## src/rtl/aurora_link_mgr.sv

```systemverilog
// aurora_link_mgr
// ---------------------------------------------------------------------------
// Bring-up and supervision controller for a group of NCH Aurora cores (one
// master plus NCH-1 slaves) sharing one RESET_PB / PMA_INIT sequence. It runs
// on the init clock. It debounces every core's channel_up, flags link drops,
// and retrains the whole group after a timeout, a link loss or a software
// request.
//
// Build option:
//   AURORA_LINK_MGR_AUTORETRY_EN - when defined, a WAIT_UP timeout or a RUN
//   link loss restarts the sequence directly. When undefined, both events
//   park the FSM in FAIL until RETRAIN_REQ is asserted or lock is lost.
//
// Ports:
//   CLK          in   init clock
//   SYS_RST_N    in   asynchronous active-low reset
//   DCM_LOCKED   in   clock-manager lock (async, 2-flop synchronised)
//   CH_UP        in   per-core channel_up, NCH bits (async, 2-flop per bit)
//   RETRAIN_REQ  in   retrain request level, honoured in RUN or FAIL
//   RESET_PB     out  master core reset_pb
//   PMA_INIT     out  master core pma_init
//   LINK_OK      out  debounced channel status, NCH bits
//   DOWN_EVT     out  one-cycle pulse per LINK_OK fall, NCH bits
//   ALL_UP       out  high only while in RUN
//   RETRY_CNT    out  saturating restart count, 8 bits
//   STATE        out  FSM state encoding, 3 bits
// ---------------------------------------------------------------------------
module aurora_link_mgr #(
  parameter int             NCH        = 2,
  parameter logic [NCH-1:0] CH_MASK    = {NCH{1'b1}},
  parameter int             PB_CYCLES  = 128,
  parameter int             PMA_CYCLES = 1024,
  parameter int             DEB_CYCLES = 16,
  parameter int             UP_TIMEOUT = 1000000
) (
  input  logic             CLK,
  input  logic             SYS_RST_N,
  input  logic             DCM_LOCKED,
  input  logic [NCH-1:0]   CH_UP,
  input  logic             RETRAIN_REQ,
  output logic             RESET_PB,
  output logic             PMA_INIT,
  output logic [NCH-1:0]   LINK_OK,
  output logic [NCH-1:0]   DOWN_EVT,
  output logic             ALL_UP,
  output logic [7:0]       RETRY_CNT,
  output logic [2:0]       STATE
);

  localparam int MAX_A = (PB_CYCLES > PMA_CYCLES) ? PB_CYCLES : PMA_CYCLES;
  localparam int MAX_B = (MAX_A > UP_TIMEOUT) ? MAX_A : UP_TIMEOUT;
  localparam int MAX_T = (MAX_B > DEB_CYCLES) ? MAX_B : DEB_CYCLES;
  localparam int CW    = $clog2(MAX_T) + 1;

  typedef enum logic [2:0] {
    ST_WAIT_LOCK = 3'd0,
    ST_PB_PRE    = 3'd1,
    ST_PMA       = 3'd2,
    ST_PB_POST   = 3'd3,
    ST_WAIT_UP   = 3'd4,
    ST_RUN       = 3'd5,
    ST_FAIL      = 3'd6
  } state_t;

  // Synchronisers
  logic           lock_meta_reg, lock_sync_reg;
  logic [NCH-1:0] ch_meta_reg, ch_sync_reg;

  always_ff @(posedge CLK or negedge SYS_RST_N) begin
    if (!SYS_RST_N) begin
      lock_meta_reg <= 1'b0;
      lock_sync_reg <= 1'b0;
      ch_meta_reg   <= '0;
      ch_sync_reg   <= '0;
    end else begin
      lock_meta_reg <= DCM_LOCKED;
      lock_sync_reg <= lock_meta_reg;
      ch_meta_reg   <= CH_UP;
      ch_sync_reg   <= ch_meta_reg;
    end
  end

  // Per-channel debounce: LINK_OK follows ch_sync only after DEB_CYCLES
  // consecutive cycles of disagreement; any agreeing cycle clears the count.
  logic [NCH-1:0] link_ok_reg, link_ok_next, link_ok_d_reg, down_evt_reg;

  for (genvar gi = 0; gi < NCH; gi++) begin : g_deb
    logic [CW-1:0] deb_cnt_reg;
    logic          deb_diff;
    logic          deb_done;

    assign deb_diff = (ch_sync_reg[gi] != link_ok_reg[gi]);
    assign deb_done = deb_diff && (deb_cnt_reg == CW'(DEB_CYCLES - 1));
    assign link_ok_next[gi] = deb_done ? ch_sync_reg[gi] : link_ok_reg[gi];

    always_ff @(posedge CLK or negedge SYS_RST_N) begin
      if (!SYS_RST_N)
        deb_cnt_reg <= '0;
      else if (!deb_diff || deb_done)
        deb_cnt_reg <= '0;
      else
        deb_cnt_reg <= deb_cnt_reg + 1'b1;
    end
  end

  // DOWN_EVT is produced one cycle after the LINK_OK fall, which lines it
  // up with the FSM reacting to that fall.
  always_ff @(posedge CLK or negedge SYS_RST_N) begin
    if (!SYS_RST_N) begin
      link_ok_reg   <= '0;
      link_ok_d_reg <= '0;
      down_evt_reg  <= '0;
    end else begin
      link_ok_reg   <= link_ok_next;
      link_ok_d_reg <= link_ok_reg;
      down_evt_reg  <= link_ok_d_reg & ~link_ok_reg;
    end
  end

  // FSM
  state_t        state_reg, state_next;
  logic [CW-1:0] timer_reg, timer_next;
  logic          restart;
  logic          all_masked_up;
  logic          reset_pb_reg, reset_pb_next;
  logic          pma_init_reg, pma_init_next;
  logic          all_up_reg, all_up_next;
  logic [7:0]    retry_reg;

  assign all_masked_up = &(link_ok_reg | ~CH_MASK);

  always_comb begin
    state_next = state_reg;
    restart    = 1'b0;
    if (!lock_sync_reg) begin
      state_next = ST_WAIT_LOCK;
    end else begin
      case (state_reg)
        ST_WAIT_LOCK: state_next = ST_PB_PRE;
        ST_PB_PRE:
          if (timer_reg == CW'(PB_CYCLES - 1)) state_next = ST_PMA;
        ST_PMA:
          if (timer_reg == CW'(PMA_CYCLES - 1)) state_next = ST_PB_POST;
        ST_PB_POST:
          if (timer_reg == CW'(PB_CYCLES - 1)) state_next = ST_WAIT_UP;
        ST_WAIT_UP:
          if (all_masked_up) begin
            state_next = ST_RUN;
          end else if (timer_reg == CW'(UP_TIMEOUT - 1)) begin
`ifdef AURORA_LINK_MGR_AUTORETRY_EN
            state_next = ST_PB_PRE;
            restart    = 1'b1;
`else
            state_next = ST_FAIL;
`endif
          end
        ST_RUN:
          // A request and a simultaneous drop collapse into one restart.
          if (RETRAIN_REQ) begin
            state_next = ST_PB_PRE;
            restart    = 1'b1;
          end else if (!all_masked_up) begin
`ifdef AURORA_LINK_MGR_AUTORETRY_EN
            state_next = ST_PB_PRE;
            restart    = 1'b1;
`else
            state_next = ST_FAIL;
`endif
          end
        ST_FAIL:
          if (RETRAIN_REQ) begin
            state_next = ST_PB_PRE;
            restart    = 1'b1;
          end
        default: state_next = ST_WAIT_LOCK;
      endcase
    end
  end

  // Phase timer counts cycles spent in the current timed state.
  always_comb begin
    timer_next = '0;
    if (state_next == state_reg &&
        (state_reg == ST_PB_PRE || state_reg == ST_PMA ||
         state_reg == ST_PB_POST || state_reg == ST_WAIT_UP))
      timer_next = timer_reg + 1'b1;
  end

  // Outputs are decoded from the next state so they register with STATE.
  always_comb begin
    reset_pb_next = (state_next == ST_WAIT_LOCK) || (state_next == ST_PB_PRE) ||
                    (state_next == ST_PMA) || (state_next == ST_PB_POST);
    pma_init_next = (state_next == ST_WAIT_LOCK) || (state_next == ST_PMA);
    all_up_next   = (state_next == ST_RUN);
  end

  always_ff @(posedge CLK or negedge SYS_RST_N) begin
    if (!SYS_RST_N) begin
      state_reg    <= ST_WAIT_LOCK;
      timer_reg    <= '0;
      reset_pb_reg <= 1'b1;
      pma_init_reg <= 1'b1;
      all_up_reg   <= 1'b0;
      retry_reg    <= 8'd0;
    end else begin
      state_reg    <= state_next;
      timer_reg    <= timer_next;
      reset_pb_reg <= reset_pb_next;
      pma_init_reg <= pma_init_next;
      all_up_reg   <= all_up_next;
      if (restart && retry_reg != 8'hFF)
        retry_reg <= retry_reg + 8'd1;
    end
  end

  assign RESET_PB  = reset_pb_reg;
  assign PMA_INIT  = pma_init_reg;
  assign LINK_OK   = link_ok_reg;
  assign DOWN_EVT  = down_evt_reg;
  assign ALL_UP    = all_up_reg;
  assign RETRY_CNT = retry_reg;
  assign STATE     = state_reg;

endmodule

```

## config.mk

```make
export PLATFORM = sky130hd
export DESIGN_NAME = aurora_link_mgr
export DESIGN_NICKNAME = d
export VERILOG_FILES = /design/src/rtl/aurora_link_mgr.sv
export SDC_FILE = /design/constraint.sdc
export NUM_CORES = 1
export LEC_CHECK = 0
export CORE_MARGIN = 4
export CORE_UTILIZATION = 56
export CTS_BUF_LIST = sky130_fd_sc_hd__clkbuf_8
export DETAILED_ROUTE_END_ITERATION = 8
export GPL_TIMING_DRIVEN = 0
export PLACE_DENSITY = 0.75
export SYNTH_ARGS = -nofsm -noshare
export SYNTH_HDL_FRONTEND = slang
export SYNTH_SLANG_ARGS = --single-unit
```

## constraint.sdc

```tcl
create_clock -name CLK -period 3.2 [get_ports CLK]
set_input_delay 0.48 -clock CLK [delete_from_list [all_inputs] [get_ports CLK]]
set_output_delay 0.48 -clock CLK [all_outputs]
set_load 0.02 [all_outputs]
```

## Word level (Yosys, flattened, before mapping)

Index checks and enable logic that the tools add are counted.

- Output and inout port bits: 18
- Flip-flop bits (word level): 89
- Word-level logic and storage cells: 76
- Input bits: 6

- Equal/unequal tests: 19
- Reductions and logical operators: 19
- Muxes and demuxes: 16
- Add/sub/neg operators: 4
- Bitwise gates (word level): 2

Operators by type and width:

| cell | count |
|---|---|
| $add 21x1->21 const B | 3 |
| $mux 21 | 3 |
| $eq 21x4->1 const B | 2 |
| $mux 3 | 9 |
| $eq 21x10->1 const B | 1 |
| $eq 21x20->1 const B | 1 |
| $eq 21x7->1 const B | 1 |
| $pmux 3 s7 | 1 |
| $eq 3x2->1 const B | 4 |
| $eq 3x3->1 const B | 4 |
| $logic_or 1x1->1 | 9 |
| $add 8x1->8 const B | 1 |
| $ne 8x8->1 const B | 1 |
| $eq 3x1->1 const B | 2 |
| $logic_not 3->1 | 2 |
| $logic_and 1x1->1 | 4 |
| $eq 3x3->1 | 1 |
| $mux 1 | 3 |
| $and 2x2->2 | 1 |
| $logic_not 1->1 | 2 |
| $ne 1x1->1 | 2 |
| $not 2->2 | 1 |
| $reduce_and 2->1 | 1 |
| $reduce_or 2->1 | 1 |

## Longest topological paths before layout

Gate-level depths: netlist of the first run.

- Depth in word-level cells: 9
- Depth in mapped cells: 8
- Depth with buffers taken out: 7

## Worst setup path before layout of the first run

OpenSTA, ideal clock, no wires.

- Path type: reg-to-reg
- Start: register state_reg[1] (netlist: STATE[1])
- End: register timer_reg[10]
- Path slack: 1.150 ns
- Library setup time: 0.096 ns
- Stages on the path, launching flop included: 9
- Period minus slack after synthesis: 2.050 ns
- Path buffers: 2
- Arrival time: 1.955 ns
- Data required time: 3.104 ns
- Path through: dfrtp_1 > buf_4 > nor2b_1 > o21ai_4 > a31oi_4 > o211a_1 > a221o_1 > buf_6 > nor4_2

- Longest elaborated chain between the ends: 7
- Elaborated cells between the ends (all ways): 23

Ends and longest elaborated chain:

| item | line | source |
|---|---|---|
| start: declaration | 121 | `state_t state_reg, state_next;` |
| start signal: assignment | 206 | `state_reg <= state_next;` |
| $mux 3 (on tied branches) | 162, 149 |  |
| $mux 3 (on tied branches) | 159, 147 |  |
| $pmux 3 s7 | 138 | `case (state_reg)` |
| $mux 3 | 135 | `if (!lock_sync_reg) begin` |
| $eq 3x3->1 | 183 | `if (state_next == state_reg &&` |
| $logic_and 1x1->1 * | 183 |  |
| $mux 21 * | 183 |  |
| net timer_next[10] | 122 | `logic [CW-1:0] timer_reg, timer_next;` |
| end signal: assignment | 207 | `timer_reg <= timer_next;` |
| end: declaration | 122 |  |

Mark *: on every way through the listed nets, which the timed path passes. The rest lies on a longest branch.
A chain may end at the register's enable or synchronous reset.

## Final worst setup path of the first run

- Start: register timer_reg[0]
- End: register timer_reg[10]

- Longest elaborated chain between the ends: 8
- Elaborated cells between the ends (all ways): 14

Ends and longest elaborated chain:

| item | line | source |
|---|---|---|
| $eq 21x20->1 | 149 | `end else if (timer_reg == CW'(UP_TIMEOUT - 1)) begin` |
| $mux 3 | 149 |  |
| $mux 3 | 147 | `if (all_masked_up) begin` |
| $pmux 3 s7 | 138 |  |
| $mux 3 | 135 |  |
| $eq 3x3->1 | 183 |  |
| $logic_and 1x1->1 | 183 |  |
| $mux 21 * | 183 |  |
| net timer_next[10] | 122 |  |

Marked as above.

==> flow_metrics.env, run 1 <==
export IMPL_rr_endpoint="timer_reg[10]"
export IMPL_sequentialPowerShare=0.580
export IMPL_slowest_delay_ns=0.57
export IMPL_die_h_um=96.6
export IMPL_crit_buf_inv=1
export IMPL_pre_cts_ws_ns=0.862
export IMPL_tightestPinTransition_ns=0.707
export IMPL_finalPower_mw=1.99
export IMPL_reg2reg_setup_slack_ns=0.84
export IMPL_fp_dieArea_um2=9340
export IMPL_syn_area_um2=4400
export IMPL_grt_max_degree=64
export IMPL_largest_reg_flops=42
export IMPL_die_width_um=96.6
export IMPL_crit_top_cell="nor4_1"
export IMPL_vias=3082
export IMPL_via_per_inst=5.55
export IMPL_syn_nets=423
export IMPL_combPwrFrac=0.060
export IMPL_htree_levels=3
export IMPL_finalHoldViolCount=0
export IMPL_clock_fmax_mhz=424
export IMPL_initial_core_util=0.572
export IMPL_r2r_start="timer_reg[0]"
export IMPL_diodes=0
export IMPL_drc_errors=0
export IMPL_synth_seq_area_share=0.507
export IMPL_pwr_share_clk=0.361
export IMPL_postCtsSetupBuffers=0
export IMPL_async_flop_share=1.00
export IMPL_endpoint="timer_reg[10]"
export IMPL_row_count=32
export IMPL_drive_gt1_frac=0.143
export IMPL_crit_fanout=10
export IMPL_synth_edff_count=0
export IMPL_dp_hpwl_um=5710
export IMPL_yosys_most_used_dff="dfrtp_1"
export IMPL_crit_type="reg2reg"
export IMPL_gp_congestion=0.906
export IMPL_tritoncts="done"
export IMPL_hold_buffers=0
export IMPL_multi_input_area_um2=2050
export IMPL_final_cell_mix="87 x dfrtp_1, 62 x nor2_1, 34 x xnor2_1, 31 x xor2_1, 25 x nand3_1"
export IMPL_path_clk_slew_ns=0.09
export IMPL_insertion_delay_ns=0.36
export IMPL_r2r_cells=7
export IMPL_rsz0062_at_grt="no"
export IMPL_fin_crit_ns=2.36
export IMPL_first_global_vias=3141
export IMPL_synth_seq_cells=89
export IMPL_antenna_found_initial=0
export IMPL_ys_types=44
export IMPL_synth_cells=413
export IMPL_final_seq_area_um2=2230
export IMPL_p_int_mw=1.49
export IMPL_p_per_area_nw_per_um2=400
export IMPL_drt_first_pass_iters=4
export IMPL_worst_endpoint_required_ns=3.43
export IMPL_placed_cell_area_um2=4780
export IMPL_dp_cells=539
export IMPL_nNetsFinal=458
export IMPL_setup_ws_ns=0.842
export IMPL_p_leak_nw=2.05
export IMPL_cpLargestDelayFamily="simple AND/OR/NAND/NOR gates"
export IMPL_cp_slowest_cell="nor4_1"
export IMPL_final_area_um2=4960
export IMPL_clkSinkCount=89
export IMPL_outcome="finished clean"
export IMPL_fillCellCount=638
export IMPL_grt_pass1_wl_um=14700
export IMPL_crit_path_start="timer_reg[0]"
export IMPL_clk_path_buf_depth=2
export IMPL_critical_path_depth=7
export IMPL_io_pins=24
export IMPL_synth_avg_cell_area_um2=10.7
export IMPL_wirelength_um=8210
export IMPL_area_growth_pct=12.8
export IMPL_cts_resized=0
export IMPL_ant_nets=0
export IMPL_end_kind="flop"
export IMPL_maxCapViolCount=0
export IMPL_yosysWarnings=0
export IMPL_final_setup_tns_ns=0
export IMPL_slew_violations=0
export IMPL_holdCritPathClass="in2async"
export IMPL_wire_per_inst_um=14.8
export IMPL_drt_first_iter_violations=88
export IMPL_fin_skew_ns=0.0170
export IMPL_critPathLaunchType="flop"
export IMPL_final_common_cell="dfrtp_1"
export IMPL_grt_overflow=0
export IMPL_grtUsageTotal=0.190
export IMPL_core_area_um2=7690
export IMPL_portBuffers=23
export IMPL_crit_chain="ha_1, nand3_1, nor4_1, nor4_1, nor2_1, buf_4, nor4_2"
export IMPL_switching_share=0.251
export IMPL_fin_crit_sh=0.737
export IMPL_vdd_ir_drop_max_uv=248
export IMPL_cts_buffers=9
export IMPL_switchingPower_uw=499
export IMPL_finalSetupViolCount=0
export IMPL_arrival_ns=2.59
export IMPL_clockRootBuffer="clkbuf_8"
export IMPL_slew_headroom=0.525
export IMPL_layout_cells_non_filler=555
power groups by stage:
| stage | Clock, mW | Combinational, mW | Sequential [mW] |
|---|---|---|---|
| after CTS | 0.738 | 0.121 | 1.15 |
| after detailed placement | 0 | 0.121 | 1.17 |
| after floorplan | 0 | 0.0662 | 1.17 |
| final | 0.716 | 0.118 | 1.15 |
| after global routing | 0.799 | 0.134 | 1.15 |
| after global placement | 0 | 0.114 | 1.17 |
how the worst min path moves through the flow:
stage / startpoint / end / depth (start not counted)
6_report: SYS_RST_N / g_deb[1].deb_cnt_reg[2] / 1
5_1_grt: SYS_RST_N / g_deb[1].deb_cnt_reg[2] / 1
4_1_cts: SYS_RST_N / g_deb[1].deb_cnt_reg[2] / 1
3_5_place_dp: ch_meta_reg[0] / ch_sync_reg[0] / 0
3_3_place_gp: ch_meta_reg[0] / ch_sync_reg[0] / 0
2_1_floorplan: SYS_RST_N / ALL_UP / 0
metrics by stage:
step / utilization / hold WS (ns)
CTS: 0.646 / 0.0180
global route: 0.646 / 0.0174
floorplan: - / 0.184
global placement: 0.619 / 0.332
finish: 0.646 / 0.0181
detailed placement: 0.622 / 0.336
synth_stat cells, types with 3 or more instances:
library cell	number	share of area
nand2_1	23	0.020
dfrtp_1	87	0.49
buf_4	3	0.0051
nor4_2	22	0.063
a21oi_1	4	0.0045
nor2b_1	5	0.0071
xor2_1	31	0.062
inv_1	11	0.0094
mux2_2	3	0.0077
or2_2	6	0.0085
o21ai_0	3	0.0034
xnor2_1	34	0.068
nand4_1	15	0.021
nor4_1	12	0.017
buf_2	4	0.0045
ha_1	4	0.011
and3_1	13	0.018
nor2_1	62	0.053
clkbuf_1	4	0.0034
and4_1	4	0.0080
nor3_1	9	0.010
nand3_1	25	0.028
area by class of cell:
type | instances | share of cell area
Timing Repair Buffer | 24 | 0.0514
Multi-Input combinational cell | 300 | 0.413
Sequential cell | 89 | 0.449
Clock buffer | 10 | 0.0277
Tap cell | 102 | 0.0257
Clock inverter | 6 | 0.00882
Inverter | 11 | 0.00832
Buffer | 13 | 0.0161
worst reg2reg max path, delay by kind of cell (launching register included):
kind / cells / cell delay (ns)
and+or+nand+nor: 5 / 1.26
adders and majority gates: 1 / 0.27
DFF: 1 / 0.45
buffers and inverters: 1 / 0.26
metal layers:
| metal | routed length, um | global-route usage |
|---|---|---|
| met5 | 0 | 0 |
| met4 | 101 | 0.0529 |
| met3 | 290 | 0.0555 |
| met2 | 3780 | 0.287 |
| met1 | 4030 | 0.270 |
cells by family (layout without fill, tap and decap cells):
group,after synthesis,in the layout,share of synthesized area
xor gates and xnor gates,65,65,0.129
buffers and inverters,24,64,0.0276
and+or+nand+nor,210,210,0.281
AOI/OAI and AO/OA,17,17,0.0338
adders and majority gates,4,4,0.0114
DFF,89,89,0.507
muxes,4,4,0.00995
(Power assumes the default switching activity.)
==> inputs of run 2 (changes only) <==
--- a/config.mk
+++ b/config.mk
@@ -10,7 +10,7 @@
 export CTS_BUF_LIST = sky130_fd_sc_hd__clkbuf_8
 export DETAILED_ROUTE_END_ITERATION = 8
 export GPL_TIMING_DRIVEN = 0
-export PLACE_DENSITY = 0.75
+export PLACE_DENSITY = 0.78
 export SYNTH_ARGS = -nofsm -noshare
 export SYNTH_HDL_FRONTEND = slang
 export SYNTH_SLANG_ARGS = --single-unit
==> constraint.sdc (replaced) <==
create_clock -name CLK -period 1.95 [get_ports CLK]
set_input_delay 0.2925 -clock CLK [delete_from_list [all_inputs] [get_ports CLK]]
set_output_delay 0.2925 -clock CLK [all_outputs]
set_load 0.02 [all_outputs]
==> run 2 against run 1 <==
  * The flow now finishes with violations (negative setup slack)
  * Cell count grew 4.9%
  * Largest cell class is now multi-input gates
  * Wire length grew 15%
  * Via count grew 7.7%
  * Sequential power grew 64%
  * Clock power grew 76%
==> flow_metrics.env, run 2 (same netlist as run 1, synthesis figures left out) <==
export IMPL_outcome="finished with violations"
export IMPL_violations="negative setup slack"
export IMPL_drive_gt1_frac=0.265
export IMPL_min_from="lock_meta_reg"
export IMPL_finalHoldViolCount=0
export IMPL_clkSinkCount=89
export IMPL_tightestPinTransition_ns=0.504
export IMPL_initial_core_util=0.572
export IMPL_fin_crit_ns=2.10
export IMPL_arrival_ns=2.37
export IMPL_maxCapViolCount=0
export IMPL_nNetsFinal=485
export IMPL_drc_errors=0
export IMPL_tritoncts="done"
export IMPL_clock_fmax_mhz=477
export IMPL_via_per_inst=5.70
export IMPL_r2r_cells=7
export IMPL_vias=3319
export IMPL_slew_headroom=0.664
export IMPL_grt_pass1_wl_um=16100
export IMPL_rsz0062_at_grt="yes"
export IMPL_reg2reg_setup_slack_ns=-0.15
export IMPL_end_kind="flop"
export IMPL_p_per_area_nw_per_um2=620
export IMPL_antenna_found_initial=0
export IMPL_dp_hpwl_um=5600
export IMPL_wirelength_um=9410
export IMPL_p_leak_nw=2.25
export IMPL_die_h_um=96.6
export IMPL_holdCritPathClass="reg2reg"
export IMPL_slew_violations=0
export IMPL_wire_per_inst_um=16.2
export IMPL_io_pins=24
export IMPL_diodes=0
export IMPL_drt_first_pass_iters=4
export IMPL_clk_path_buf_depth=2
export IMPL_grtUsageTotal=0.208
export IMPL_placed_cell_area_um2=4810
export IMPL_finalSetupViolCount=21
export IMPL_row_count=32
export IMPL_first_global_vias=3390
export IMPL_fin_crit_sh=1.08
export IMPL_area_growth_pct=26.1
export IMPL_layout_cells_non_filler=582
export IMPL_cts_buffers=9
export IMPL_core_area_um2=7690
export IMPL_final_cell_mix="79 x dfrtp_1, 59 x nor2_1, 34 x xnor2_1, 31 x xor2_1, 26 x buf_4"
export IMPL_insertion_delay_ns=0.36
export IMPL_final_setup_tns_ns=-2.50
export IMPL_drt_first_iter_violations=179
export IMPL_die_width_um=96.6
export IMPL_dp_cells=539
export IMPL_final_common_cell="dfrtp_1"
export IMPL_worst_endpoint_required_ns=2.23
export IMPL_finish_utilization=0.722
export IMPL_portBuffers=23
export IMPL_largest_reg_flops=42
export IMPL_vdd_ir_drop_max_uv=556
export IMPL_htree_levels=3
export IMPL_gp_congestion=0.890
export IMPL_whs_path_depth=0
export IMPL_rr_endpoint="timer_reg[0]"
export IMPL_fin_skew_ns=0.0124
export IMPL_grt_overflow=0
export IMPL_worstHoldEndpoint="lock_sync_reg"
export IMPL_clockRootBuffer="clkbuf_8"
export IMPL_final_area_um2=5550
export IMPL_path_clk_slew_ns=0.09
export IMPL_pre_cts_ws_ns=-0.286
export IMPL_ant_nets=0
export IMPL_setup_ws_ns=-0.147
export IMPL_critPathLaunchType="flop"
export IMPL_crit_fanout=5
export IMPL_crit_type="reg2reg"
export IMPL_r2r_start="timer_reg[14]"
export IMPL_grt_max_degree=54
export IMPL_fp_dieArea_um2=9340
[run 2: cell count changes in the layout (fill, tap and decap cells not counted), moves of 4 or more]
cell	change
nor4_4	+14
nor4_1	-5
buf_6	+7
clkbuf_1	-4
dfrtp_2	+8
dfrtp_1	-8
nor3_1	-4
nor4_2	-9
buf_4	+22
[run 2: final cells by class]
cell class	count	area, um2
Fill cell	519	2140
Timing Repair Buffer	52	483
Clock inverter	7	70.1
Tap cell	102	128
Clock buffer	9	124
Sequential cell	89	2240
Buffer	12	119
Inverter	11	41.3
Multi-Input combinational cell	300	2340
[run 2: critical path, cell delays in order, from the launching register on]
cell and delay [ns]:
dfrtp_2 0.43, nor4_4 0.32, nand4bb_4 0.20, nor2_4 0.19
nor2_2 0.05, a221o_2 0.46, buf_6 0.17, nor4_2 0.19
[run 2: per-stage QoR]
stage,total power [mW],hold slack [ns]
2_1_floorplan,2.04,-0.00309
3_3_place_gp,2.11,0.332
3_5_place_dp,2.13,0.295
4_1_cts,3.44,0.351
5_1_grt,3.58,0.356
6_report,3.44,0.354
[run 2: worst max path at each step]
stage                                  from                  endpoint  slack [ns]  cells past startpoint
finish                        timer_reg[14]              timer_reg[0]       -0.15                      7
global route                  timer_reg[11]             timer_reg[10]       -0.27                      8
CTS                                STATE[0]              timer_reg[3]       -0.08                      8
detailed placement  g_deb[0].deb_cnt_reg[0]  g_deb[0].deb_cnt_reg[18]       -0.29                      8
global placement                  SYS_RST_N                  STATE[0]       -2.83                      1
floorplan                          STATE[1]              timer_reg[0]        0.01                      8
[run 2: what timing repair did]
item,4_1_cts,5_1_grt
hold endpoints to repair,36,0
endpoints found under the setup margin,65,71
buffers inserted,18,6
pin swaps,9,12
cloned,3,0
gates resized for setup,54,23
hold buffers,1,0
[run 2: layer usage]
metal | wire length [um] | share of wire | track usage | up-vias
met1 | 4450 | 0.47 | 0.287 | 1649
met4 | 182 | 0.019 | 0.0896 | 0
li1 | - | - | - | 1566
met2 | 4430 | 0.47 | 0.324 | 86
met3 | 353 | 0.038 | 0.0353 | 18
met5 | 0 | 0 | 0 | -
[run 2: power breakdown]
part | switching [mW] | internal [mW] | leakage [nW] | total [mW]
combinational | 0.169 | 0.117 | 0.953 | 0.286
sequential | 0.0202 | 1.87 | 1.20 | 1.89
clock | 0.674 | 0.590 | 0.0931 | 1.26
